[config.mk]
export PLATFORM = sky130hd
export DESIGN_NAME = seq_demux
export DESIGN_NICKNAME = d
export VERILOG_FILES = /design/src/rtl/seq_demux_pkg.sv /design/src/rtl/seq_demux_slot.sv /design/src/rtl/seq_demux.sv
export SDC_FILE = /design/constraint.sdc
export NUM_CORES = 1
export LEC_CHECK = 0
export CAP_MARGIN = 30
export CORE_ASPECT_RATIO = 1.4
export CORE_UTILIZATION = 33
export DETAILED_ROUTE_END_ITERATION = 16
export GPL_ROUTABILITY_DRIVEN = 0
export GPL_TIMING_DRIVEN = 0
export PLACE_DENSITY = 0.59
export SYNTH_ARGS = -nofsm -noshare
export SYNTH_HDL_FRONTEND = slang
export SYNTH_SLANG_ARGS = --single-unit
[constraint.sdc]
create_clock -name CK -period 3.42 [get_ports CK]
set_input_delay 0.855 -clock CK [delete_from_list [all_inputs] [get_ports CK]]
set_output_delay 0.855 -clock CK [all_outputs]
set_load 0.05 [all_outputs]
[src/rtl/seq_demux_pkg.sv]
// Shared definitions for seq_demux: select-width helper, slot state encoding
// and default geometry.
package seq_demux_pkg;

  localparam int DEF_W = 8;
  localparam int DEF_N = 4;

  typedef enum logic {
    SLOT_EMPTY = 1'b0,
    SLOT_FULL  = 1'b1
  } slot_state_e;

  function automatic int clog2(input int v);
    int r;
    r = 0;
    for (int x = v - 1; x > 0; x = x >> 1) r++;
    return r;
  endfunction

endpackage

[src/rtl/seq_demux_slot.sv]
// One output channel of seq_demux: a single-entry holding register with a
// valid/ready handshake toward its consumer.
module seq_demux_slot
  import seq_demux_pkg::*;
#(
  parameter int W = DEF_W
) (
  input  logic         clk,
  input  logic         rst,
  input  logic         fill,
  input  logic         drain_rdy,
  input  logic [W-1:0] din,
  output logic [W-1:0] dout,
  output logic         vld
);

  slot_state_e  state_q, state_d;
  logic [W-1:0] data_q, data_d;

  // A fill on the same edge as a drain wins: the old word is consumed and
  // the new one takes its place without the slot ever going empty.
  always_comb begin
    state_d = state_q;
    data_d  = data_q;
    if (fill) begin
      state_d = SLOT_FULL;
      data_d  = din;
    end else if (state_q == SLOT_FULL && drain_rdy) begin
      state_d = SLOT_EMPTY;
    end
  end

  always_ff @(posedge clk or posedge rst) begin
    if (rst) begin
      state_q <= SLOT_EMPTY;
      data_q  <= '0;
    end else begin
      state_q <= state_d;
      data_q  <= data_d;
    end
  end

  assign vld  = (state_q == SLOT_FULL);
  assign dout = data_q;

endmodule

[src/rtl/seq_demux.sv]
// Registered, flow-controlled 1-to-N demultiplexer with per-channel holding slots.
// Define SEQ_DEMUX_AUTOINC_EN to add the AUTO input and round-robin pointer P.
module seq_demux
  import seq_demux_pkg::*;
#(
  parameter  int W   = DEF_W,
  parameter  int N   = DEF_N,
  parameter  int INV = 0,
  localparam int SW  = clog2(N)
) (
  input  logic           CK,
  input  logic           CLR,
  input  logic [W-1:0]   I,
  input  logic [SW-1:0]  S,
  input  logic           IV,
  output logic           IR,
  output logic [N*W-1:0] Z,
  output logic [N-1:0]   ZV,
  input  logic [N-1:0]   ZR,
  output logic           ERR
`ifdef SEQ_DEMUX_AUTOINC_EN
  ,
  input  logic           AUTO,
  output logic [SW-1:0]  P
`endif
);

  logic [SW-1:0] sel;
  logic [N-1:0]  hit;
  logic [N-1:0]  fill;
  logic          in_range;
  logic          accept;
  logic [W-1:0]  din;
  logic          err_q, err_d;

`ifdef SEQ_DEMUX_AUTOINC_EN
  logic [SW-1:0] p_q, p_d;

  always_comb begin
    sel = AUTO ? p_q : S;
  end
`else
  always_comb begin
    sel = S;
  end
`endif

  // One-hot decode; an all-zero hit vector marks a select beyond N-1.
  always_comb begin
    hit = '0;
    for (int k = 0; k < N; k++) hit[k] = (sel == SW'(k));
  end

  assign in_range = |hit;
  assign IR       = ~in_range | (|(hit & (~ZV | ZR)));
  assign accept   = IV & IR;
  assign fill     = accept ? hit : '0;
  assign din      = (INV != 0) ? ~I : I;

  always_comb begin
    err_d = err_q | (accept & ~in_range);
  end

  always_ff @(posedge CK or posedge CLR) begin
    if (CLR) err_q <= 1'b0;
    else     err_q <= err_d;
  end

  assign ERR = err_q;

`ifdef SEQ_DEMUX_AUTOINC_EN
  // Explicit wrap keeps the pointer inside 0..N-1 for non-power-of-two N.
  always_comb begin
    p_d = p_q;
    if (AUTO && accept) p_d = (p_q == SW'(N - 1)) ? '0 : p_q + 1'b1;
  end

  always_ff @(posedge CK or posedge CLR) begin
    if (CLR) p_q <= '0;
    else     p_q <= p_d;
  end

  assign P = p_q;
`endif

  for (genvar k = 0; k < N; k++) begin : g_slot
    seq_demux_slot #(.W(W)) u_slot (
      .clk      (CK),
      .rst      (CLR),
      .fill     (fill[k]),
      .drain_rdy(ZR[k]),
      .din      (din),
      .dout     (Z[k*W +: W]),
      .vld      (ZV[k])
    );
  end

endmodule

==> results_dict.tcl, run 1 <==
set metrics [dict create \
    status "finished clean" \
    syn_inst 94 \
    die_w_um 58.2 \
    antenna_left 0 \
    wl_per_cell_um 14.6 \
    grt_pass1_vias 1039 \
    routed_via_density 4.48 \
    p_leak_nw 0.925 \
    rsz0062_at_grt "false" \
    p_sw_frac 0.394 \
    grt_pass1_wl_mm 5.06 \
    postLayoutSetupSlackWorst_ns 0.0716 \
    synth_fp_nets 111 \
    syn_avg_cell_area_sq_um 15.5 \
    ff_latch_area_sq_um 926 \
    whs_ns 0.463 \
    root_buffer "clkbuf_8" \
    slew_headroom 0.456 \
    power.internal_uw 891 \
    cap_viol_max_count 0 \
    netlist_area_sq_um 1460 \
    ys_warn_count 0 \
    design.core.area_sq_um 4240 \
    io_pins 55 \
    worst_ep_arrival_time_ns 2.49 \
    p_clk_frac 0.195 \
    cts_max_level 2 \
    insertion_delay_ns 0.28 \
    num_vias 972 \
    finalCriticalPeriod_ns 3.35 \
    grt_usage 0.151 \
    finalCritPeriodShare 0.979 \
    fmax_mhz 299 \
    num-fill-cells 400 \
    powerDensity_nw_per_um2 672 \
    initial_utilization 0.345 \
    die_y_um 80.7 \
    p_comb_frac 0.421 \
    p_total_mw 1.47 \
    vdd_drop_max_mv 0.400 \
    place_ws_ns -0.232 \
    cts_tree "yes" \
    n_antenna_cell 0 \
    switchingPower_uw 580 \
    cp-start-kind "primary input" \
    synthToLayoutAreaGrowth_pct 49.8 \
    grt-ovfl-total 0 \
    cp.required_ns 2.56 \
    multi_input_area_sq_um 485 \
    clock_sinks 37 \
    drive_gt1_frac 0.318 \
    antenna_found_initial 0 \
    ys_types 15 \
    end_kind "output port" \
    synthTopCellsByArea "dfrtp_1 63%, mux2_2 25%, buf_4 2.6%" \
    cts_buffer_depth 2 \
    hp-class "reg -> reg" \
    synth_top_area_frac 0.634 \
    dp_hpwl_mm 2.39 \
    worstMarginPinSlew_ns 0.816 \
    cts_buffers 5 \
    firstDrtPassIters 4 \
    crit_type "in -> out" \
    fin_nets 173 \
    hold_violations 0 \
    path_clk_slew_ns 0.07 \
    drt_iter0_markers 21 \
    synth_seq_cells 37 \
    seqPwrFrac 0.384 \
    placed_area_sq_um 2100 \
    clock_skew_ns 0.00283 \
    io_buffers 54 \
    postCtsSetupRepairBufs 0 \
    drcViolationCount 0 \
    fin_area_sq_um 2190 \
    yosysSeqAreaShare 0.634 \
    row_count 28 \
    cp_max_fo 7 \
    totalWireLength_mm 3.18 \
    synth_top_area_cell "dfrtp_1" \
    die_area_sq_um 4700 \
    grt_max_degree 20 \
    drv_slew 0 \
    setup_viol 0 \
]
## kinds of logic after synthesis
logic type | after synthesis | synth area share
flops | 37 | 0.634
compound gates | 1 | 0.00342
simple gates | 15 | 0.0668
buf+inv | 8 | 0.0342
mux | 33 | 0.262
## cell usage in the layout, fill, tap and decap left out, drive strengths merged
cell and count:
clkdlybuf4s50 53, dfrtp 37, mux2 32, buf 7, clkbuf 6, nand2 5
nand2b 4, nor2b 2, clkinv 2, nand3b 1, o21ai 1, nor3b 1
and3 1, nand3 1, mux4 1, inv 1, clkinvlp 1, dlygate4sd2 1
## routing by layer
metal,routed length (um),up-vias,global-route usage
met3,136,2,0.0510
met1,1240,499,0.156
met4,29,0,0.0714
met5,0,-,0
li1,-,445,-
met2,1770,26,0.270
## per-stage QoR
stage                util  instances  setup TNS [ns]
floorplan               -         94               0
global placement    0.490        208          -0.180
detailed placement  0.496        209          -0.232
CTS                 0.517        217               0
global route        0.517        217               0
finish              0.517        217               0
## worst max-delay path, stage by stage
cell and delay, ns:
clkdlybuf4s50_1 0.64, mux4_2 0.55, dlygate4sd2_1 0.44
## cells in the mapped netlist (all sizes together)
cell / instances
dfrtp: 37
mux2: 32
buf: 6
nand2: 5
nand2b: 4
nor2b: 2
and3: 1
clkbuf: 1
inv: 1
mux4: 1
nand3: 1
nand3b: 1
nor3b: 1
o21ai: 1
## power by group through the flow
stage	sequential (mW)	clock, mW	combinational [mW]
2_1_floorplan	0.854	0	0.116
3_3_place_gp	0.570	0	0.615
3_5_place_dp	0.575	0	0.627
4_1_cts	0.566	0.307	0.627
5_1_grt	0.576	0.323	0.643
6_report	0.565	0.287	0.620
## sequential cells by signal, indices dropped and copies added, names as in the netlist
register	flops
ERR	1
g_slot.u_slot.vld	4
g_slot.u_slot.dout	32
## worst paths after layout
path                                      startpoint                        to  slack, ns  depth (start not counted)
worst min-delay path                             ERR                       ERR       0.46                          1
min in group asynchronous                        CLR                       ERR       1.04                          2
worst max-delay path                            S[0]                        IR       0.07                          3
worst max register to register  g_slot[2].u_slot.vld  g_slot[2].u_slot.dout[7]       1.94                          3
max in group asynchronous                        CLR  g_slot[2].u_slot.dout[5]       1.82                          3
worst min register to register                   ERR                       ERR       0.46                          1
## timing repair
item                       in CTS  in global routing
hold buffers                    0                  0
resized for setup               1                  0
setup endpoints to repair       1                  0
## layout make-up
| cell class | instances | area share |
|---|---|---|
| multi-input combinational | 49 | 0.222 |
| inverter | 1 | 0.00171 |
| buffer | 7 | 0.0211 |
| clock inverter | 3 | 0.00800 |
| tap | 60 | 0.0343 |
| clock buffer | 5 | 0.0314 |
| timing repair buffer | 55 | 0.259 |
| sequential | 37 | 0.423 |
Note: power is estimated with default switching activity, not from simulation.
==> run 2: changes to the inputs <==
--- a/config.mk
+++ b/config.mk
@@ -15,3 +15,4 @@
 export SYNTH_ARGS = -nofsm -noshare
 export SYNTH_HDL_FRONTEND = slang
 export SYNTH_SLANG_ARGS = --single-unit
+export TNS_END_PERCENT = 100
==> results of run 2 <==
The final DEF is identical to that of run 1; final timing and power are the same.
==> run 3: changes to the inputs <==
--- a/config.mk
+++ b/config.mk
@@ -11,6 +11,7 @@
 export DETAILED_ROUTE_END_ITERATION = 16
 export GPL_ROUTABILITY_DRIVEN = 0
 export GPL_TIMING_DRIVEN = 0
+export MAX_ROUTING_LAYER = met4
 export PLACE_DENSITY = 0.59
 export SYNTH_ARGS = -nofsm -noshare
 export SYNTH_HDL_FRONTEND = slang
==> run 3 against run 2 <==
  * Sequential cell count unchanged
  * Total power about the same
  * Die area unchanged
  * Non-clock buffer count unchanged
  * Critical path type unchanged
  * Global-route usage increased by 0.47 points
  * Maximum frequency about the same
==> results_dict.tcl, run 3 (synthesized netlist as in run 1, its figures left out) <==
set metrics [dict create \
    cts_max_level 2 \
    end_kind "output port" \
    cap_viol_max_count 0 \
    root_buffer "clkbuf_8" \
    rsz0062_at_grt "false" \
    drcViolationCount 0 \
    clock_sinks 37 \
    met3_usage 0.0494 \
    n_antenna_cell 0 \
    postCtsSetupRepairBufs 0 \
    worst_ep_arrival_time_ns 2.49 \
    slew_headroom 0.460 \
    die_y_um 80.7 \
    status "finished clean" \
    use_met2 0.269 \
    fin_nets 173 \
    totalWireLength_mm 3.18 \
    io_buffers 54 \
    finalCritPeriodShare 0.979 \
    largest_register_ffs 32 \
    p_total_mw 1.47 \
    num_vias 972 \
    num-fill-cells 400 \
    cp_max_fo 7 \
    p_leak_nw 0.925 \
    crit_type "in -> out" \
    cp-start-kind "primary input" \
    layout_commonest_cell "clkdlybuf4s50_1" \
    place_ws_ns -0.232 \
    cts_buffers 5 \
    top_usage_layer "met2" \
    grt-ovfl-total 0 \
    clock_skew_ns 0.00286 \
    antenna_found_initial 0 \
    wl_per_cell_um 14.6 \
    row_count 28 \
    routed_via_density 4.48 \
    fin_area_sq_um 2190 \
    firstDrtPassIters 4 \
    instances_no_fill 217 \
    dp_hpwl_mm 2.39 \
    insertion_delay_ns 0.28 \
    use_met1 0.159 \
    placed_area_sq_um 2100 \
    r2r_cells 3 \
    worstMarginPinSlew_ns 0.808 \
    grt_max_degree 20 \
    drt_iter0_markers 22 \
    cp.required_ns 2.56 \
    antenna_left 0 \
    die_w_um 58.2 \
    setup_viol 0 \
    vdd_drop_max_mv 0.400 \
    hold_violations 0 \
    slowest_stage "clkdlybuf4s50_1" \
    cts_buffer_depth 2 \
    die_area_sq_um 4700 \
    whs_path_depth 1 \
    path_clk_slew_ns 0.07 \
    initial_utilization 0.345 \
    postLayoutSetupSlackWorst_ns 0.0720 \
    layout_common_cells "53 x clkdlybuf4s50_1, 37 x dfrtp_1, 32 x mux2_2" \
    grt_pass1_vias 1032 \
    crit_path_cell_trace "clkdlybuf4s50_1 > mux4_2 > dlygate4sd2_1" \
    place_inst 209 \
    io_pins 55 \
    max_stage_delay_ns 0.64 \
    design.core.area_sq_um 4240 \
    drive_gt1_frac 0.318 \
    drv_slew 0 \
    fmax_mhz 299 \
    grt_usage 0.156 \
    finalCriticalPeriod_ns 3.35 \
    cts_tree "yes" \
    synthToLayoutAreaGrowth_pct 49.8 \
    grt_pass1_wl_mm 5.07 \
    hp-class "reg -> reg" \
    powerDensity_nw_per_um2 672 \
    hold_buffers 0 \
]
[run 3: cell counts in the layout (fill, tap and decap cells not counted)]
Identical to the previous run, type by type.
[run 3: final cells by class]
cell class	count	area [sq um]	share of cell area
buffer	7	46.3	0.0211
clock buffer	5	68.8	0.0314
clock inverter	3	17.5	0.00800
inverter	1	3.75	0.00171
multi-input combinational	49	485	0.222
sequential	37	926	0.423
tap	60	75.1	0.0343
timing repair buffer	55	567	0.259
[run 3: repair_timing]
| action | in CTS | in global routing |
|---|---|---|
| endpoints found under the hold margin | 0 | 0 |
| gates resized for setup | 1 | 0 |
| setup endpoints to repair | 1 | 0 |
[run 3: worst paths after layout]
kind                                            from                       end  slack [ns]
worst max-delay path                            S[0]                        IR        0.07
worst min-delay path                             ERR                       ERR        0.46
worst max register to register  g_slot[2].u_slot.vld  g_slot[2].u_slot.dout[7]        1.94
worst min register to register                   ERR                       ERR        0.46
max in group asynchronous                        CLR  g_slot[2].u_slot.dout[5]        1.82
min in group asynchronous                        CLR                       ERR        1.03
[run 3: layer usage]
layer  part of all wire  up-vias
li1                   -      445
met1               0.40      499
met2               0.55       26
met3              0.039        2
met4             0.0091        0
met5                  0        -
[run 3: power breakdown]
group	total, mW	internal (mW)	switching, mW
Clock	0.287	0.140	0.146
Combinational	0.620	0.230	0.390
Sequential	0.564	0.521	0.0431
Total	1.47	0.891	0.580
[run 3: stage by stage]
step                      hold slack, ns  setup TNS, ns  utilization
after global placement             0.444         -0.180        0.490
after global routing               0.490              0        0.517
after floorplan                    0.474              0            -
final                              0.463              0        0.517
after CTS                          0.473              0        0.517
after detailed placement           0.456         -0.232        0.496
[run 3: critical path: cells and delay by family]
kind     cells  cell delay (ns)
buf+inv      2             1.08
mux          1             0.55
